===== src/rtl/zq_cal_pkg.sv =====
`default_nettype none
// ============================================================================
// Module   : zq_cal_pkg
// Purpose  : Shared widths, code type and search-FSM state encoding for the
//            ZQ calibration controller.
// Revision : 1.0  initial release
// ============================================================================
package zq_cal_pkg;

  // Calibration code width, tied to the PHY zq_config bus
  localparam int ZQ_W         = 7;
  // Idle-cycle counter width for the automatic recalibration timer
  localparam int RECAL_CNT_W  = 24;
  // Per-trial settle counter width (settle range 0..255)
  localparam int SETTLE_CNT_W = 8;
  // Bit-index width for the successive-approximation walk (6 down to 0)
  localparam int IDX_W        = 3;

  typedef logic [ZQ_W-1:0] zq_code_t;

  // Explicit state encodings; the enum below is built on them
  localparam logic [1:0] ST_IDLE   = 2'd0;
  localparam logic [1:0] ST_SETTLE = 2'd1;
  localparam logic [1:0] ST_DONE   = 2'd2;

  typedef enum logic [1:0] {
    IDLE   = ST_IDLE,
    SETTLE = ST_SETTLE,
    DONE   = ST_DONE
  } zq_cal_state_e;

endpackage
`default_nettype wire


===== src/rtl/zq_recal_timer.sv =====
`default_nettype none
// ============================================================================
// Module   : zq_recal_timer
// Purpose  : Idle-cycle counter that raises a one-cycle trigger once INTERVAL
//            enabled cycles have elapsed since the last clear. INTERVAL=0
//            disables the trigger entirely.
// Revision : 1.0  initial release
// ============================================================================
module zq_recal_timer
  import zq_cal_pkg::*;
#(
  parameter int INTERVAL = 0
) (
  input  logic clk,
  input  logic rst,
  input  logic clear,
  input  logic enable,
  output logic trigger
);

  localparam bit                     TIMER_ON = (INTERVAL != 0);
  // Count value seen during the INTERVAL-th enabled cycle
  localparam logic [RECAL_CNT_W-1:0] LAST     = RECAL_CNT_W'(INTERVAL - 1);

  logic [RECAL_CNT_W-1:0] cnt_q;
  logic [RECAL_CNT_W-1:0] cnt_d;
  logic                   hit;

  // Trigger fires in the cycle where the INTERVAL-th enabled cycle is counted
  always_comb begin
    hit     = TIMER_ON && enable && (cnt_q == LAST);
    trigger = hit;
  end

  // Next-count: clear wins, a trigger restarts the count, otherwise count up
  always_comb begin
    cnt_d = cnt_q;
    if (clear || hit) begin
      cnt_d = '0;
    end else if (TIMER_ON && enable) begin
      cnt_d = cnt_q + RECAL_CNT_W'(1);
    end
  end

  // Counter register
  always_ff @(posedge clk) begin
    if (rst) begin
      cnt_q <= '0;
    end else begin
      cnt_q <= cnt_d;
    end
  end

endmodule
`default_nettype wire


===== src/rtl/zq_cal_ctrl.sv =====
`default_nettype none
// ============================================================================
// Module   : zq_cal_ctrl
// Purpose  : ZQ calibration controller. Runs a successive-approximation
//            search over zq_config (MSB first), settling before each
//            comparator sample, and keeps the largest code for which the
//            comparator reads 0. Supports request-driven and periodic
//            recalibration. All outputs are registered.
// Revision : 1.0  initial release
// ============================================================================
module zq_cal_ctrl
  import zq_cal_pkg::zq_code_t;
  import zq_cal_pkg::zq_cal_state_e;
  import zq_cal_pkg::IDLE;
  import zq_cal_pkg::SETTLE;
  import zq_cal_pkg::DONE;
  import zq_cal_pkg::SETTLE_CNT_W;
  import zq_cal_pkg::IDX_W;
#(
  parameter int       ZQ_W           = 7,
  parameter int       SETTLE_CYCLES  = 3,
  parameter zq_code_t ZQ_DEFAULT     = 7'd64,
  parameter int       RECAL_INTERVAL = 0
) (
  input  logic            clk,
  input  logic            rst,
  input  logic            start,
  input  logic            comparator_out,
  output logic [ZQ_W-1:0] zq_config,
  output logic            zq_cal_en,
  output logic            busy,
  output logic            done,
  output logic [ZQ_W-1:0] zq_code,
  output logic            code_valid,
  output logic            sat_hi,
  output logic            sat_lo
);

  localparam logic [SETTLE_CNT_W-1:0] SETTLE_LOAD = SETTLE_CNT_W'(SETTLE_CYCLES);
  localparam logic [IDX_W-1:0]        IDX_TOP     = IDX_W'(ZQ_W - 1);
  localparam zq_code_t                TRIAL_INIT  = zq_code_t'(1) << (ZQ_W - 1);

  zq_cal_state_e            state_q, state_d;
  zq_code_t                 trial_q, trial_d;
  logic [IDX_W-1:0]         idx_q, idx_d;
  logic [SETTLE_CNT_W-1:0]  cnt_q, cnt_d;
  zq_code_t                 zq_config_q, zq_config_d;
  zq_code_t                 zq_code_q, zq_code_d;
  logic                     zq_cal_en_q, zq_cal_en_d;
  logic                     busy_q, busy_d;
  logic                     done_q, done_d;
  logic                     code_valid_q, code_valid_d;
  logic                     sat_hi_q, sat_hi_d;
  logic                     sat_lo_q, sat_lo_d;

  zq_code_t                 trial_bit;
  zq_code_t                 trial_kept;
  logic                     go;
  logic                     recal_trig;
  logic                     recal_en;
  logic                     recal_clr;

  // Recal timer runs only while idle with a valid result; DONE restarts it
  always_comb begin
    recal_en  = (state_q == IDLE) && code_valid_q;
    recal_clr = (state_q == DONE);
  end

  zq_recal_timer #(
    .INTERVAL (RECAL_INTERVAL)
  ) u_recal_timer (
    .clk     (clk),
    .rst     (rst),
    .clear   (recal_clr),
    .enable  (recal_en),
    .trigger (recal_trig)
  );

  // Search FSM: trial/index/settle sequencing and result capture
  always_comb begin
    state_d      = state_q;
    trial_d      = trial_q;
    idx_d        = idx_q;
    cnt_d        = cnt_q;
    zq_code_d    = zq_code_q;
    code_valid_d = code_valid_q;
    sat_hi_d     = sat_hi_q;
    sat_lo_d     = sat_lo_q;

    // Manual request and recal trigger merge into a single start
    go         = start || recal_trig;
    trial_bit  = zq_code_t'(1) << idx_q;
    // Comparator high means the trial overshoots: drop the bit under test
    trial_kept = comparator_out ? (trial_q & ~trial_bit) : trial_q;

    unique case (state_q)
      // DONE behaves as IDLE for acceptance so a start sampled at the end of
      // the done cycle launches the next search immediately
      IDLE, DONE: begin
        if (go) begin
          state_d = SETTLE;
          trial_d = TRIAL_INIT;
          idx_d   = IDX_TOP;
          cnt_d   = SETTLE_LOAD;
        end else begin
          state_d = IDLE;
        end
      end
      SETTLE: begin
        if (cnt_q != '0) begin
          cnt_d = cnt_q - SETTLE_CNT_W'(1);
        end else if (idx_q != '0) begin
          trial_d = trial_kept | (trial_bit >> 1);
          idx_d   = idx_q - IDX_W'(1);
          cnt_d   = SETTLE_LOAD;
        end else begin
          // Last bit resolved: publish the result in the same edge
          trial_d      = trial_kept;
          state_d      = DONE;
          zq_code_d    = trial_kept;
          code_valid_d = 1'b1;
          sat_hi_d     = &trial_kept;
          sat_lo_d     = (trial_kept == '0);
        end
      end
      default: begin
        state_d = IDLE;
      end
    endcase

    // Outputs are computed from next-state values so they register cleanly
    busy_d      = (state_d == SETTLE);
    zq_cal_en_d = (state_d == SETTLE);
    done_d      = (state_d == DONE);
    if (state_d == SETTLE) begin
      zq_config_d = trial_d;
    end else if (code_valid_d) begin
      zq_config_d = zq_code_d;
    end else begin
      zq_config_d = ZQ_DEFAULT;
    end
  end

  // State and output registers
  always_ff @(posedge clk) begin
    if (rst) begin
      state_q      <= IDLE;
      trial_q      <= '0;
      idx_q        <= '0;
      cnt_q        <= '0;
      zq_config_q  <= ZQ_DEFAULT;
      zq_code_q    <= '0;
      zq_cal_en_q  <= 1'b0;
      busy_q       <= 1'b0;
      done_q       <= 1'b0;
      code_valid_q <= 1'b0;
      sat_hi_q     <= 1'b0;
      sat_lo_q     <= 1'b0;
    end else begin
      state_q      <= state_d;
      trial_q      <= trial_d;
      idx_q        <= idx_d;
      cnt_q        <= cnt_d;
      zq_config_q  <= zq_config_d;
      zq_code_q    <= zq_code_d;
      zq_cal_en_q  <= zq_cal_en_d;
      busy_q       <= busy_d;
      done_q       <= done_d;
      code_valid_q <= code_valid_d;
      sat_hi_q     <= sat_hi_d;
      sat_lo_q     <= sat_lo_d;
    end
  end

  // Port drive
  always_comb begin
    zq_config  = zq_config_q;
    zq_cal_en  = zq_cal_en_q;
    busy       = busy_q;
    done       = done_q;
    zq_code    = zq_code_q;
    code_valid = code_valid_q;
    sat_hi     = sat_hi_q;
    sat_lo     = sat_lo_q;
  end

endmodule
`default_nettype wire


===== config.mk =====
export PLATFORM = sky130hd
export DESIGN_NAME = zq_cal_ctrl
export DESIGN_NICKNAME = d
export VERILOG_FILES = /design/src/rtl/zq_cal_pkg.sv /design/src/rtl/zq_recal_timer.sv /design/src/rtl/zq_cal_ctrl.sv
export SDC_FILE = /design/constraint.sdc
export NUM_CORES = 1
export LEC_CHECK = 0
export ABC_AREA = 1
export CORE_AREA = 2 2 70 72
export CTS_CLUSTER_DIAMETER = 60
export DETAILED_ROUTE_END_ITERATION = 6
export DIE_AREA = 0 0 72 74
export DONT_BUFFER_PORTS = 1
export PLACE_DENSITY = 0.67
export SETUP_SLACK_MARGIN = 0.02
export SYNTH_ARGS = -nofsm -noshare
export SYNTH_HDL_FRONTEND = slang
export SYNTH_SLANG_ARGS = --single-unit

===== constraint.sdc =====
create_clock -name clk -period 1.7 [get_ports clk]
set_input_delay 0.17 -clock clk [delete_from_list [all_inputs] [get_ports clk]]
set_output_delay 0.17 -clock clk [all_outputs]
set_load 0.01 [all_outputs]

* After elaboration in Yosys (flattened, before gate mapping) *
Cells that the tools add are included.

word-level totals
  bits in registers = 39
  input bits = 4
  word-level logic and storage cells = 62

cells by class
  add/subtract/negate cells = 2
  equal/unequal tests = 8
  shifts and indexed selects = 1
  mux-type cells = 25
  bitwise operators = 5
  reductions and logical operators = 10

operator list
  kind                 count
  $mux 7               9
  $mux 8               3
  $pmux 8 s2           1
  $pmux 7 s2           1
  $mux 3               3
  $reduce_bool 8->1    1
  $sub 8x1->8 const B  1
  $and 7x7->7          1
  $logic_not 7->1      1
  $not 7->7            1
  $or 7x6->7           1
  $reduce_and 7->1     1
  $shl 1x3->7 const A  1
  $ne 2x2->1 const B   3
  $pmux 3 s2           1
  $reduce_and 3->1     2
  $eq 2x1->1 const B   2
  $eq 2x2->1 const B   2
  $mux 1               4
  $mux 2               2
  $pmux 2 s2           1
  $reduce_and 4->1     1
  $ne 3x3->1 const B   1
  $reduce_bool 3->1    1
  5 further kinds      6

* Longest topological paths before layout *
  depth in word-level cells = 9
  gate-level depth with buffers = 11

* Modules after synthesis *
Synthesis repeated with hierarchy kept, for this count alone.

unflattened totals
  cells, all modules = 290
  area, all modules = 2013.2 um2

modules (own cells, without submodules)
  module          times used  cells an instance  area each (um2)  seq. area each (um2)
  zq_cal_ctrl     1           288                2001.9           780.7
  zq_recal_timer  1           2                  11.3             0.0

* Worst setup path before layout *
Ideal clock, no wire load.

  path kind = reg2reg
  start = register idx_q[0]
  end = register zq_config_q[6], in the netlist zq_config[6]
  arrival = 1.535 ns
  data required time = 1.634 ns
  path slack = 0.099 ns
  stages on the path, launching flop included = 10
  clock period less this slack = 1.601 ns
  cell sequence = dfxtp_1 > inv_1 > ha_1 > inv_1 > nor2_8 > o21ai_2 > nor2_4 > buf_4 > nand3b_1 > nand3_1

on the way
  longest elaborated chain between the ends = 9

ends and longest elaborated chain
  item                                  line                                    text
  from (decl)                           zq_cal_ctrl.sv:45                       logic [IDX_W-1:0] idx_q, idx_d;
  from (signal assigned)                zq_cal_ctrl.sv:162                      idx_q <= idx_d;
  $shl 1x3->7                           zq_cal_ctrl.sv:92                       trial_bit = zq_code_t'(1) << idx_q;
  $not 7->7                             zq_cal_ctrl.sv:94                       trial_kept = comparator_out ? (trial_q & ~trial_bit) : trial_q;
  $and 7x7->7                           zq_cal_ctrl.sv:94
  $mux 7                                zq_cal_ctrl.sv:94
  $or 7x6->7 or $mux 7 (tied branches)  zq_cal_ctrl.sv:113, zq_cal_ctrl.sv:112
  $mux 7 (on tied branches)             zq_cal_ctrl.sv:112, zq_cal_ctrl.sv:110
  $mux 7 (on tied branches)             zq_cal_ctrl.sv:110, zq_cal_ctrl.sv:96
  $pmux 7 s2 or $mux 7 (tied branches)  zq_cal_ctrl.sv:96, zq_cal_ctrl.sv:137
  $mux 7 *                              zq_cal_ctrl.sv:135                      if (state_d == SETTLE) begin
  to (signal assigned)                  zq_cal_ctrl.sv:164                      zq_config_q <= zq_config_d;
  to (decl)                             zq_cal_ctrl.sv:47                       zq_code_t zq_config_q, zq_config_d;

Every way passes the cells marked *; elsewhere a longest branch is shown, timed or not.
A chain may end at the register's enable or synchronous reset.

* Worst setup path after layout *
  start = register cnt_q[0]
  end = register cnt_q[3]

on the way
  longest elaborated chain between the ends = 3

ends and longest elaborated chain
  item                                              line                                    text
  from (decl)                                       zq_cal_ctrl.sv:46                       logic [SETTLE_CNT_W-1:0] cnt_q, cnt_d;
  from (signal assigned)                            zq_cal_ctrl.sv:163                      cnt_q <= cnt_d;
  $sub 8x1->8 or $reduce_bool 8->1 (tied branches)  zq_cal_ctrl.sv:111, zq_cal_ctrl.sv:110
  $mux 8 or $ne 3x3->1 (tied branches)              -
  $pmux 8 s2 or $reduce_and 3->1 (tied branches)    -

Several ways; a longest one is shown, not always the timed one.

==> metrics.md <==
| Metric | Value |
|---|---|
| HP Class | `primary input to flop` |
| Slew Limit Fails | `0` |
| Post-synth EDFFs | `0` |
| Hold path depth | `1` |
| Die X-Extent | `72 um` |
| Critical path type | `flop to flop` |
| Hold Path Origin | `rst` |
| Max frequency | `635.9 MHz` |
| First-pass GRT wire length | `7797 um` |
| Yosys warnings | `0` |
| Top cells by count, synth | `nand2_1, inv_1, dfxtp_1, nor2_1, nand3_1` |
| Syn nets | `around 300` |
| Yosys reg bits | `39` |
| Worst-margin pin slew | `roughly 0.43 ns` |
| Maximum VDD drop | `663.4 uV` |
| Starting density of the core | `0.4351` |
| ANT nets after route | `0` |
| Area Overhead vs Synth | `14.57%` |
| Cell variety after synth | `30` |
| Clk slew on worst S/H paths | `0.08 ns` |
| Avg Inst Size Synth | `between 6 and 7 um^2` |
| Vias in the first global route | `1681` |
| CP Capture Type | `flop` |
| Die area | `about 0.0053 mm^2` |
| Placed insts | `344` |
| DRC violations left | `0` |
| Antenna cells | `0` |
| Final net count | `approximately 310` |
| R2R cell count | `9` |
| GRT overflow | `0` |
| Placed wire-length estimate | `roughly 3200 um` |
| Failing checks | `hold timing` |
| Total CTS buffers | `5` |
| Top-count cell post-synth | `nand2_1` |
| CP arrival | `1.79 ns` |
| Clock Latency Late Sink | `between 0.2 and 0.3 ns` |
| CP max stage delay | `roughly 0.31 ns` |
| Largest net degree at the start of global routing | `25` |
| Fin. Hold Viols | `23` |
| Critical-path maximum fanout | `7` |
| Max-slew headroom | `0.7102` |
| Final setup violation count | `0` |
| CTS tree | `yes` |
| WL per Instance | `12.43 um` |
| Area contributors post-synth | `dfxtp_1, nand2_1, inv_1, nand3_1, nor2_1` |
| Slowest CP cell | `dfxtp_1` |
| Initial antenna violation count | `0` |
| Synth Instances | `between 200 and 300` |
| CP Launch Point | `cnt_q[0]` |
| Starting DRT DRC Count | `approximately 200` |
| DR vias | `1774` |
| Layout cells sized above 1 | `0.1612` |
| Row Count | `25` |
| Leak | `roughly 1.1 nW` |
| Drt pass-1 iters | `5` |
| H-tree levels | `2` |
| Fin Clk Skew | `between 0.004 and 0.005 ns` |
| Pwr/cell area | `around 1700 mW/mm^2` |
| Final TNS setup | `0 ns` |
| Seq/Total Area, Yosys | `0.3902` |
| Largest area contributor in the netlist | `dfxtp_1` |
| GRT Total Usage | `0.1859` |
| Status | `finished, violations left` |
| Max clock buf depth | `2` |
| Final period util | `0.9251` |
| Pwr Total | `between 3 and 4 mW` |
| Layout Cells excl Fill | `358` |
| CP cell instances | `inv_2, ha_1, nand2_2, nor2_8, nor2_2, nor2_4, buf_6, nand2_1, a21oi_1` |
| Reg2Reg Launch Point | `cnt_q[0]` |
| Post-synth top area share | `0.3902` |
| Min Tclk post-route | `around 1.6 ns` |
| Die height | `approximately 74 um` |
| GP Congestion | `between 0.8 and 0.9` |
| IO Port Bufs | `0` |
| Vias/cell | `approximately 5` |
| CTS root buf | `clkbuf_8` |
| Min Hold Slack | `-0.06227 ns` |
| Max cap viols | `0` |
| RSZ-0062 raised after global routing | `yes` |
| Cell area after synthesis | `around 0.0020 mm^2` |
| WP data required | `around 1.9 ns` |
| I/O pin total | `24` |
| Post-Route WL | `between 4000 and 5000 um` |
| Startpoint Class | `flop` |
| Core Area | `about 0.0046 mm^2` |
| CTS sink count | `39` |
| Main flop type after synthesis | `dfxtp_1` |
| Ys async rst share | `0` |
==> routing by layer <==
metal,share of wire,wire length [um],track usage,vias up
met2,0.47,2070,0.2912,42
li1,-,-,-,934
met5,0,0,0,-
met1,0.47,2113,0.2506,794
met3,0.048,214,0.04878,4
met4,0.012,53,0.06289,0
==> metrics by stage <==
step                      worst slack [ns]  utilization  area (um^2)
final                               0.1273       0.4985         2292
after global routing              0.008322       0.4985         2292
after CTS                          0.01384       0.4865         2237
after detailed placement          0.005853       0.4561         2097
after global placement             0.01626       0.4561         2097
after floorplan                    0.09920            -         2001
==> cells by family after synthesis <==
kind of cell    Yosys count  synth area share
simple gates            161            0.3784
buf+inv                  52            0.1076
flops                    39            0.3902
compound gates           28           0.07567
fa+ha+maj                 7           0.04378
xor+xnor                  1          0.004379
==> cell type report <==
| cell class | instances | area [um^2] |
|---|---|---|
| repair buffers | 17 | 131.4 |
| fillers | 439 | 2306 |
| clock buffers | 6 | 72.57 |
| well taps | 54 | 67.56 |
| clock inverters | 2 | 60.06 |
| multi-input cells | 197 | 1017 |
| inverters | 43 | 161.4 |
| flip-flops and latches | 39 | 782.0 |
==> flip-flops by register name (all words and copies together) (netlist names) <==
register,cells
busy,1
cnt_q,8
code_valid,1
done,1
idx_q,3
sat_hi,1
sat_lo,1
state_q,2
trial_q,7
zq_code,7
zq_config,7
==> cell usage in the layout (no fill, tap or decap), types with 6 or more instances in the layout <==
cell type	netlist	routed
buf_4	3	16
ha_1	7	7
nand4_1	12	12
nor2_1	26	26
dfxtp_1	39	38
inv_1	41	36
inv_2	1	6
nand3_1	25	25
a21oi_1	15	15
nand2_1	81	78
==> worst max-delay path, delay by kind of cell (launching register included) <==
family / cells / cell delay, ns
simple gates: 5 / 0.65
flops: 1 / 0.31
buf+inv: 2 / 0.24
fa+ha+maj: 1 / 0.17
compound gates: 1 / 0.13
==> path summary, 6_finish.rpt <==
kind                                    to  slack, ns
worst max-delay path              cnt_q[3]       0.13
worst min-delay path            trial_q[3]      -0.06
worst max register to register    cnt_q[3]       0.13
worst min register to register    cnt_q[1]       0.48
==> timing repair <==
item / 4_1_cts / 5_1_grt
cloned: 0 / 0
setup buffers: 0 / 6
pin swaps: 0 / 4
setup endpoints to repair: 3 / 21
gates resized for setup: 2 / 10
endpoints found under the hold margin: 23 / 23
==> report_power, final <==
part / internal, mW / switching [mW]
clock network: 0.587 / 0.328
logic: 0.691 / 1.07
registers: 1.09 / 0.161
Note: power is estimated with default switching activity, not from simulation.
